$ cat src/rtl/config_pkg.sv
// config_pkg: opcode constants, header size and parser state encoding shared by the packet parser
package config_pkg;
  localparam logic [7:0]  OP_ECHO      = 8'hEC;
  localparam logic [7:0]  OP_ADD       = 8'hAD;
  localparam logic [7:0]  OP_MUL       = 8'h88;
  localparam logic [7:0]  OP_DIV       = 8'hD1;
  localparam logic [15:0] HEADER_BYTES = 16'd4;

  typedef enum logic [2:0] {
    OPCODE,
    RSVD,
    LEN_LO,
    LEN_HI,
    ECHO,
    OPERAND,
    DRAIN
  } state_t;

  function automatic logic is_arith(input logic [7:0] op);
    return op == OP_ADD || op == OP_MUL || op == OP_DIV;
  endfunction
endpackage

$ cat src/rtl/operand_shifter.sv
// operand_shifter: little-endian byte assembly of one operand with a full flag held until popped
module operand_shifter #(
  parameter int WIDTH = 32
) (
  input  logic             clk_i,
  input  logic             rst_ni,
  input  logic             i_clear,
  input  logic             i_shift,
  input  logic             i_pop,
  input  logic [7:0]       i_byte,
  output logic [WIDTH-1:0] o_data,
  output logic             o_full
);
  localparam logic [3:0] LAST = 4'(WIDTH / 8 - 1);
  logic [WIDTH-1:0] r_data;
  logic [3:0]       r_count;
  logic             r_full;
  assign o_data = r_data;
  assign o_full = r_full;
  // every byte lane is rewritten per operand, so stale lanes never leak between operands
  always_ff @(posedge clk_i)
    if (!rst_ni || i_clear) begin
      r_data  <= '0;
      r_count <= '0;
      r_full  <= 1'b0;
    end else begin
      if (i_shift) begin
        r_data[{r_count, 3'b000} +: 8] <= i_byte;
        r_count <= r_count == LAST ? 4'd0 : r_count + 4'd1;
      end
      r_full <= (i_shift && r_count == LAST) || (r_full && !i_pop);
    end
endmodule

$ cat src/rtl/alu_packet_parser.sv
// alu_packet_parser: splits a UART byte stream into command headers, echo bytes and ALU operands
// Optional mid-packet idle timeout is compiled in when PARSER_TIMEOUT_EN is defined
module alu_packet_parser
  import config_pkg::*;
#(
  parameter int OPERAND_WIDTH  = 32,
  parameter int TIMEOUT_CYCLES = 1_000_000
) (
  input  logic                     clk_i,
  input  logic                     rst_ni,
  input  logic [7:0]               rx_data_i,
  input  logic                     rx_valid_i,
  output logic                     rx_ready_o,
  output logic [7:0]               opcode_o,
  output logic                     cmd_valid_o,
  output logic [7:0]               echo_data_o,
  output logic                     echo_valid_o,
  input  logic                     echo_ready_i,
  output logic [OPERAND_WIDTH-1:0] operand_o,
  output logic                     operand_valid_o,
  input  logic                     operand_ready_i,
  output logic                     operand_last_o,
  output logic                     error_o
);
  localparam logic [15:0] BYTES = 16'(OPERAND_WIDTH / 8);
  state_t      r_state;
  logic [15:0] r_rem;
  logic [7:0]  r_opcode, r_len_lo, r_echo_data;
  logic        r_echo_valid, r_cmd_valid, r_error;
  logic        w_accept, w_echo_hs, w_op_hs, w_full, w_timeout, w_short, w_arith, w_bad;
  logic [15:0] w_len, w_pay;

  assign w_accept  = rx_valid_i && rx_ready_o;
  assign w_echo_hs = r_echo_valid && echo_ready_i;
  assign w_op_hs   = w_full && operand_ready_i;
  assign w_len     = {rx_data_i, r_len_lo};
  assign w_pay     = w_len - HEADER_BYTES;
  assign w_short   = w_len < HEADER_BYTES;
  assign w_arith   = is_arith(r_opcode);
  assign w_bad     = w_short || !(w_arith || r_opcode == OP_ECHO) ||
                     (w_arith && (w_pay == 16'd0 || w_pay % BYTES != 16'd0));

  // payload states stop taking bytes once the count is spent, so the next opcode waits for the last handshake
  assign rx_ready_o = rst_ni && (r_state == ECHO    ? r_rem != 16'd0 && !(r_echo_valid && !echo_ready_i) :
                                 r_state == OPERAND ? r_rem != 16'd0 && !(w_full && !operand_ready_i) : 1'b1);

  assign opcode_o        = r_opcode;
  assign cmd_valid_o     = r_cmd_valid;
  assign echo_data_o     = r_echo_data;
  assign echo_valid_o    = r_echo_valid;
  assign operand_valid_o = w_full;
  assign operand_last_o  = w_full && r_state == OPERAND && r_rem == 16'd0;
  assign error_o         = r_error;

`ifdef PARSER_TIMEOUT_EN
  localparam int TW = $clog2(TIMEOUT_CYCLES + 1);
  logic [TW-1:0] r_idle;
  logic          w_idle;
  assign w_idle    = r_state != OPCODE && !w_accept && !r_echo_valid && !w_full;
  assign w_timeout = w_idle && r_idle == TW'(TIMEOUT_CYCLES - 1);
  always_ff @(posedge clk_i)
    if (!rst_ni || !w_idle || w_timeout) r_idle <= '0;
    else r_idle <= r_idle + TW'(1);
`else
  assign w_timeout = TIMEOUT_CYCLES < 0;
`endif

  operand_shifter #(.WIDTH(OPERAND_WIDTH)) u_shifter (
    .clk_i   (clk_i),
    .rst_ni  (rst_ni),
    .i_clear (w_timeout),
    .i_shift (w_accept && r_state == OPERAND),
    .i_pop   (w_op_hs),
    .i_byte  (rx_data_i),
    .o_data  (operand_o),
    .o_full  (w_full)
  );

  always_ff @(posedge clk_i)
    if (!rst_ni) begin
      r_state      <= OPCODE;
      r_rem        <= '0;
      r_opcode     <= '0;
      r_len_lo     <= '0;
      r_echo_data  <= '0;
      r_echo_valid <= 1'b0;
      r_cmd_valid  <= 1'b0;
      r_error      <= 1'b0;
    end else if (w_timeout) begin
      r_state      <= OPCODE;
      r_rem        <= '0;
      r_echo_valid <= 1'b0;
      r_cmd_valid  <= 1'b0;
      r_error      <= 1'b1;
    end else begin
      r_cmd_valid <= 1'b0;
      r_error     <= 1'b0;
      if (w_echo_hs) r_echo_valid <= 1'b0;
      if (r_state == ECHO && r_rem == 16'd0 && w_echo_hs) r_state <= OPCODE;
      if (r_state == OPERAND && r_rem == 16'd0 && w_op_hs) r_state <= OPCODE;
      if (w_accept)
        case (r_state)
          OPCODE: begin
            r_opcode <= rx_data_i;
            r_state  <= RSVD;
          end
          RSVD:   r_state <= LEN_LO;
          LEN_LO: begin
            r_len_lo <= rx_data_i;
            r_state  <= LEN_HI;
          end
          LEN_HI: begin
            r_rem       <= w_short ? 16'd0 : w_pay;
            r_cmd_valid <= !w_bad;
            r_error     <= w_bad;
            r_state     <= (w_short || w_pay == 16'd0) ? OPCODE : w_bad ? DRAIN : w_arith ? OPERAND : ECHO;
          end
          ECHO: begin
            r_echo_data  <= rx_data_i;
            r_echo_valid <= 1'b1;
            r_rem        <= r_rem - 16'd1;
          end
          OPERAND: r_rem <= r_rem - 16'd1;
          DRAIN: begin
            r_rem <= r_rem - 16'd1;
            if (r_rem == 16'd1) r_state <= OPCODE;
          end
          default: r_state <= OPCODE;
        endcase
    end
endmodule

$ cat config.mk
export PLATFORM = sky130hd
export DESIGN_NAME = alu_packet_parser
export DESIGN_NICKNAME = d
export VERILOG_FILES = /design/src/rtl/config_pkg.sv /design/src/rtl/operand_shifter.sv /design/src/rtl/alu_packet_parser.sv
export SDC_FILE = /design/constraint.sdc
export NUM_CORES = 1
export LEC_CHECK = 0
export CORE_MARGIN = 1.5
export CORE_UTILIZATION = 45
export CTS_CLUSTER_SIZE = 8
export DETAILED_ROUTE_END_ITERATION = 6
export PLACE_DENSITY_LB_ADDON = 0.12
export SLEW_MARGIN = 20
export SYNTH_ARGS = -nofsm -noshare
export SYNTH_HDL_FRONTEND = slang
export SYNTH_SLANG_ARGS = --single-unit
$ cat constraint.sdc
create_clock -name clk_i -period 2.8 [get_ports clk_i]
set_input_delay 0.28 -clock clk_i [delete_from_list [all_inputs] [get_ports clk_i]]
set_output_delay 0.28 -clock clk_i [all_outputs]
set_load 0.005 [all_outputs]
==> results.json, run 1 <==
{
  "netlist.area_leader.share_pct": 37.7,
  "vias": 4172,
  "clkTransAtPathRegs_ns": 0.09,
  "drt_iter0_drc": 227,
  "cts.sinks": 83,
  "synth_top_area_cell": "dfxtp_1",
  "slew_violations": 0,
  "layout-drive-gt1-share_pct": 9.88,
  "top_usage_layer": "met2",
  "cp_top_family": "buffers and inverters",
  "layout_min_cycle_time_ns": 2.64,
  "met2_usage_pct": 41.4,
  "dr.pass1.iters": 5,
  "cts_max_level": 3,
  "worst-r2r-setup-slack_ns": 0.38,
  "grt_usage_pct": 25.0,
  "diodes": 0,
  "gr-usage-met3_pct": 5.13,
  "fin_util_pct": 57.4,
  "gr-total-overflow": 0,
  "status": "finished clean",
  "worstReg2RegEnd": "r_rem[10]",
  "critPathBufInv": 2,
  "finalClockSkew_ns": 0.0128,
  "cts_buffers": 9,
  "core_um2": 9370,
  "grt_max_degree": 42,
  "synthArstFlopShare_pct": 0,
  "die_area_um2": 10400,
  "relSlewSlack_pct": 63.4,
  "hold_depth": 2,
  "cts.root.buffer_cell": "clkbuf_8",
  "gp_congestion": 0.966,
  "synth.distinct_cells": 62,
  "wl_um": 12400,
  "clock_latency_ns": 0.36,
  "rows": 35,
  "ys.flop_type": "dfxtp_1",
  "cts_setup_buffers": 0,
  "ant_nets": 0,
  "ctsLongestPathBuffers": 2,
  "hp-start": "u_shifter.o_data[17]",
  "port_buffers": 66,
  "initial_utilization_pct": 47.0,
  "routed_via_density": 5.67,
  "path_cells": "inv_1 > ha_1 > and3_4 > a21o_4 > a21oi_1 > clkdlybuf4s50_1",
  "antenna_found_initial": 0,
  "power_leakage_nw": 1.93,
  "fillers": 887,
  "r2r_cells": 8,
  "synth_seq_cells": 83,
  "die_x_um": 102,
  "num_io_pins": 67,
  "ys_warn_count": 0,
  "place_ws_ns": 0.337,
  "synth-seq-area-share_pct": 37.7,
  "worst_setup_path_start_kind": "register",
  "finalSetupViolCount": 0,
  "die_height_um": 102,
  "cts.repair.resized": 0,
  "place_hpwl_um": 8700,
  "area_delta_synth_final_pct": 22.1,
  "setup_slack_ns": 0.163,
  "worstSetupPathType": "register to primary output",
  "cts_tree": "yes",
  "r2r_start": "r_rem[0]",
  "finalHoldViolCount": 0,
  "tns_ns": 0,
  "synth_edf_count": 0,
  "syn-num-nets": 560,
  "synthCells": 541,
  "layout.nets": 622,
  "worstMarginPinSlew_ns": 0.545,
  "routedWlPerCell_um": 16.8,
  "slowest_stage": "clkdlybuf4s50_1",
  "fmax_ghz": 0.379,
  "power_density_nw_per_um2": 474,
  "met1_usage_pct": 32.5,
  "max-cap-violations": 0,
  "synth.area.top_cells": "dfxtp_1, nand2_1, o21ai_0, nand3_1, mux2i_1",
  "grt_setup_unrepaired": "false",
  "drc_errors": 0,
  "grt_pass1_wl_um": 20300,
  "crit_fanout": 6,
  "syn_avg_cell_area_um2": 8.15,
  "crit_path_end_kind": "primary output",
  "period_share_pct": 94.2,
  "power_mw": 2.55,
  "synth_area_um2": 4410,
  "critPathRequiredTime_ns": 2.52,
  "grt_pass1_vias": 4074,
  "irDropWorstVdd_uv": 255,
  "hold_path.class": "register to register",
  "arrival_ns": 2.36,
  "critPathMaxStageDelay_ns": 0.54,
  "hold_path_end": "u_shifter.o_data[17]",
  "hold_buffers": 0
}
## cells in the mapped netlist (2+ instances only)
library cell  number
nor3_1            14
a21oi_1           26
nand2b_1           6
or2_2              3
o21ai_0           49
buf_1              3
o31ai_1            3
buf_2             12
or3_1              9
buf_6              3
nor2b_1            3
and3_4             2
o221ai_1           2
and2_1             2
nor4_1             2
inv_1             10
nor2_1            45
clkbuf_1          20
nand2_1           74
nor3_4             2
a21oi_4            2
mux2i_1           17
nand3b_1           2
o211a_1            3
o22ai_1            7
ha_1               6
nand3_1           45
nor4b_1            2
nor4bb_1           2
nor4_4             4
nor3b_1            2
o211ai_1           3
nand4_1            9
o32ai_1            4
xnor2_1           10
a32oi_1            2
xor2_1             9
a31oi_1            5
a32o_1            11
a21o_4             2
dfxtp_1           83
## cells by family after synthesis
logic type / Yosys count / share of synthesized area [%]
AND/OR/NAND/NOR: 239 / 28.8
multiplexers: 17 / 3.86
AO/OA/AOI/OAI: 128 / 19.1
flip-flops: 83 / 37.7
buffers and inverters: 49 / 5.11
adder cells (fa/ha/maj): 6 / 1.70
XOR/XNOR: 19 / 3.78
## layout make-up
cell class | instances | area (um2) | area share [%]
Clock buffer | 10 | 128 | 2.37
Clock inverter | 5 | 31.3 | 0.581
Inverter | 10 | 37.5 | 0.698
Multi-Input combinational cell | 409 | 2520 | 46.8
Sequential cell | 83 | 1660 | 30.9
Tap cell | 129 | 161 | 3.00
Timing Repair Buffer | 90 | 841 | 15.6
## metrics by stage
step                      cells  hold WS (ns)  instance area [um2]
after floorplan             541         0.424                 4410
after global placement      721         0.446                 5220
after CTS                   736         0.467                 5380
after detailed placement    721         0.447                 5220
after global routing        736         0.480                 5380
final                       736         0.463                 5380
## layout by cell type, fill, tap and decap left out, types with 4 or more instances in the layout
cell	Yosys	final
o21ai_0	49	49
buf_4	1	24
nor2_1	45	45
nor3_1	14	14
a31oi_1	5	5
o22ai_1	7	7
xnor2_1	10	10
nand2b_1	6	6
o32ai_1	4	4
clkdlybuf4s50_1	0	66
a21oi_1	26	26
clkbuf_8	0	9
or3_1	9	9
inv_1	10	10
xor2_1	9	9
nand2_1	74	74
mux2i_1	17	17
a32o_1	11	11
dfxtp_1	83	83
nor4_4	4	4
nand4_1	9	9
ha_1	6	6
nand3_1	45	45
## per-layer routing
layer	routed length (um)	part of all wire, %	vias to the layer above
met5	0	0	-
met4	223	1.8	0
met3	627	5.1	22
met2	5860	47	114
met1	5660	46	1980
li1	-	-	2056
## power breakdown
part	switching (mW)	internal [mW]	total, mW
combinational	0.323	0.221	0.544
sequential	0.0478	1.21	1.26
clock	0.433	0.315	0.748
total	0.804	1.75	2.55
## registers in the layout, indices dropped and copies added (netlist names)
register           flops
u_shifter.o_data      32
r_rem                 16
echo_data_o            8
opcode_o               8
r_len_lo               8
u_shifter.r_count      4
r_state                3
cmd_valid_o            1
echo_valid_o           1
error_o                1
u_shifter.o_full       1
## worst max path at each step
stage                    startpoint  slack [ns]  cells past startpoint                    to
5_1_grt                    r_rem[8]        0.03                      5        operand_last_o
2_1_floorplan  u_shifter.r_count[0]        0.69                     10  u_shifter.o_data[16]
4_1_cts                    r_rem[0]        0.17                      6            rx_ready_o
3_3_place_gp        operand_ready_i        0.42                      8             r_rem[10]
6_report                   r_rem[0]        0.16                      6            rx_ready_o
3_5_place_dp                 rst_ni        0.34                      7             r_rem[10]
## tightest hold or removal path, delay by kind of cell, from the launching register on
kind | cells | cell delay (ns)
DFF | 1 | 0.32
AOI/OAI and AO/OA | 1 | 0.05
and+or+nand+nor | 1 | 0.05
No activity file was read; power rests on OpenSTA's default activity.
==> run 2, diff against run 1 <==
--- a/config.mk
+++ b/config.mk
@@ -6,7 +6,7 @@
 export NUM_CORES = 1
 export LEC_CHECK = 0
 export CORE_MARGIN = 1.5
-export CORE_UTILIZATION = 45
+export CORE_UTILIZATION = 54
 export CTS_CLUSTER_SIZE = 8
 export DETAILED_ROUTE_END_ITERATION = 6
 export PLACE_DENSITY_LB_ADDON = 0.12
==> results.json, run 2 (synthesized netlist as in run 1, its figures left out) <==
{
  "finalHoldViolCount": 0,
  "largest_register_ffs": 32,
  "antenna_found_initial": 0,
  "cts_tree": "yes",
  "postPlaceCellArea_um2": 5170,
  "wl_um": 12000,
  "cp_top_family": "simple AND/OR/NAND/NOR gates",
  "relSlewSlack_pct": 51.5,
  "p_sw_uw": 812,
  "p_seq_share_pct": 49.1,
  "worst_setup_path_start_kind": "register",
  "power_density_nw_per_um2": 484,
  "layout-drive-gt1-share_pct": 9.44,
  "grt_usage_pct": 28.9,
  "ant_nets": 0,
  "cts.repair.resized": 0,
  "max-cap-violations": 0,
  "cts.root.buffer_cell": "clkbuf_8",
  "critPathBufInv": 1,
  "die_area_um2": 8710,
  "fillers": 666,
  "rows": 32,
  "place_ws_ns": 0.378,
  "slowest_stage": "clkdlybuf4s50_1",
  "grt_max_degree": 38,
  "grt_setup_unrepaired": "false",
  "final_common_cell": "dfxtp_1",
  "layout.nets": 620,
  "status": "finished clean",
  "arrival_ns": 2.39,
  "routedWlPerCell_um": 17.0,
  "die_height_um": 93.3,
  "setup_slack_ns": 0.128,
  "hold_buffers": 0,
  "fin_hold_ws_ns": 0.462,
  "critPathRequiredTime_ns": 2.52,
  "cts.sinks": 83,
  "fin_util_pct": 68.4,
  "crit_fanout": 5,
  "cts_max_level": 3,
  "drt_iter0_drc": 363,
  "finalSetupViolCount": 0,
  "initial_utilization_pct": 56.4,
  "hold_path.class": "register to register",
  "place_inst": 692,
  "routed_via_density": 6.08,
  "grt_pass1_vias": 3983,
  "fin_area_um2": 5340,
  "clock_latency_ns": 0.36,
  "grt_pass1_wl_um": 19900,
  "p_int_mw": 1.77,
  "gr-total-overflow": 0,
  "crit_path_end_kind": "primary output",
  "mostFrequentLayoutCells": "dfxtp_1, nand2_1, clkdlybuf4s50_1",
  "worstSetupPathType": "register to primary output",
  "p_sw_share_pct": 31.4,
  "dr.pass1.iters": 5,
  "tns_ns": 0,
  "drc_errors": 0,
  "die_x_um": 93.3,
  "cts_buffers": 9,
  "cts_setup_buffers": 0,
  "place_hpwl_um": 8610,
  "worstMarginPinSlew_ns": 0.722,
  "period_share_pct": 95.4,
  "critPathMaxStageDelay_ns": 0.50,
  "port_buffers": 66,
  "diodes": 0,
  "gp_congestion": 0.937,
  "slew_violations": 0,
  "fmax_ghz": 0.374,
  "clock_power_share_pct": 30.0,
  "power_mw": 2.58,
  "num_io_pins": 67,
  "fin_cells": 706,
  "ctsLongestPathBuffers": 2,
  "core_um2": 7810,
  "finalClockSkew_ns": 0.00986,
  "path_cells": "nor4_4 > nand3_1 > nor2_1 > and4_1 > clkdlybuf4s50_1",
  "irDropWorstVdd_uv": 269,
  "layout_min_cycle_time_ns": 2.67,
  "power_leakage_nw": 1.92,
  "vias": 4293,
  "power_frac_comb_pct": 20.9,
  "area_delta_synth_final_pct": 21.2,
  "clkTransAtPathRegs_ns": 0.09
}
run 2: cell count changes in the layout (fill, tap and decap cells not counted), sizes merged:
| cell | previous run | this run |
|---|---|---|
| inv | 10 | 11 |
| clkbuf | 10 | 11 |
| clkinv | 4 | 1 |
| buf | 24 | 22 |
run 2: worst paths after layout:
| kind | slack [ns] | startpoint | endpoint | cells past startpoint |
|---|---|---|---|---|
| worst max-delay path | 0.13 | r_rem[3] | operand_last_o | 5 |
| worst min-delay path | 0.46 | echo_data_o[7] | echo_data_o[7] | 2 |
| worst max register to register | 0.41 | r_rem[0] | r_rem[7] | 8 |
| worst min register to register | 0.46 | echo_data_o[7] | echo_data_o[7] | 2 |
run 2: area by class of cell:
class,instances,area (um2),area share (%)
Clock buffer,11,141,2.65
Clock inverter,3,25.0,0.469
Inverter,10,37.5,0.703
Multi-Input combinational cell,409,2520,47.2
Sequential cell,83,1660,31.1
Tap cell,102,128,2.39
Timing Repair Buffer,88,826,15.5
run 2: per-layer routing:
metal / GRT usage [%] / vias up / share of wire (%)
li1: - / 2061 / -
met1: 38.1 / 1997 / 44
met2: 45.8 / 195 / 46
met3: 5.53 / 40 / 6.6
met4: 12.6 / 0 / 3.1
met5: 0 / - / 0
run 2: tightest hold or removal path: stages (launching register included):
cell     delay [ns]
dfxtp_1        0.32
nand2_1        0.05
o21ai_0        0.06
run 2: power groups by stage:
stage / Clock [mW] / Sequential, mW / Combinational (mW)
2_1_floorplan: 0 / 1.28 / 0.376
3_3_place_gp: 0 / 1.29 / 0.524
3_5_place_dp: 0 / 1.29 / 0.525
4_1_cts: 0.790 / 1.27 / 0.527
5_1_grt: 0.849 / 1.27 / 0.581
6_report: 0.775 / 1.27 / 0.540
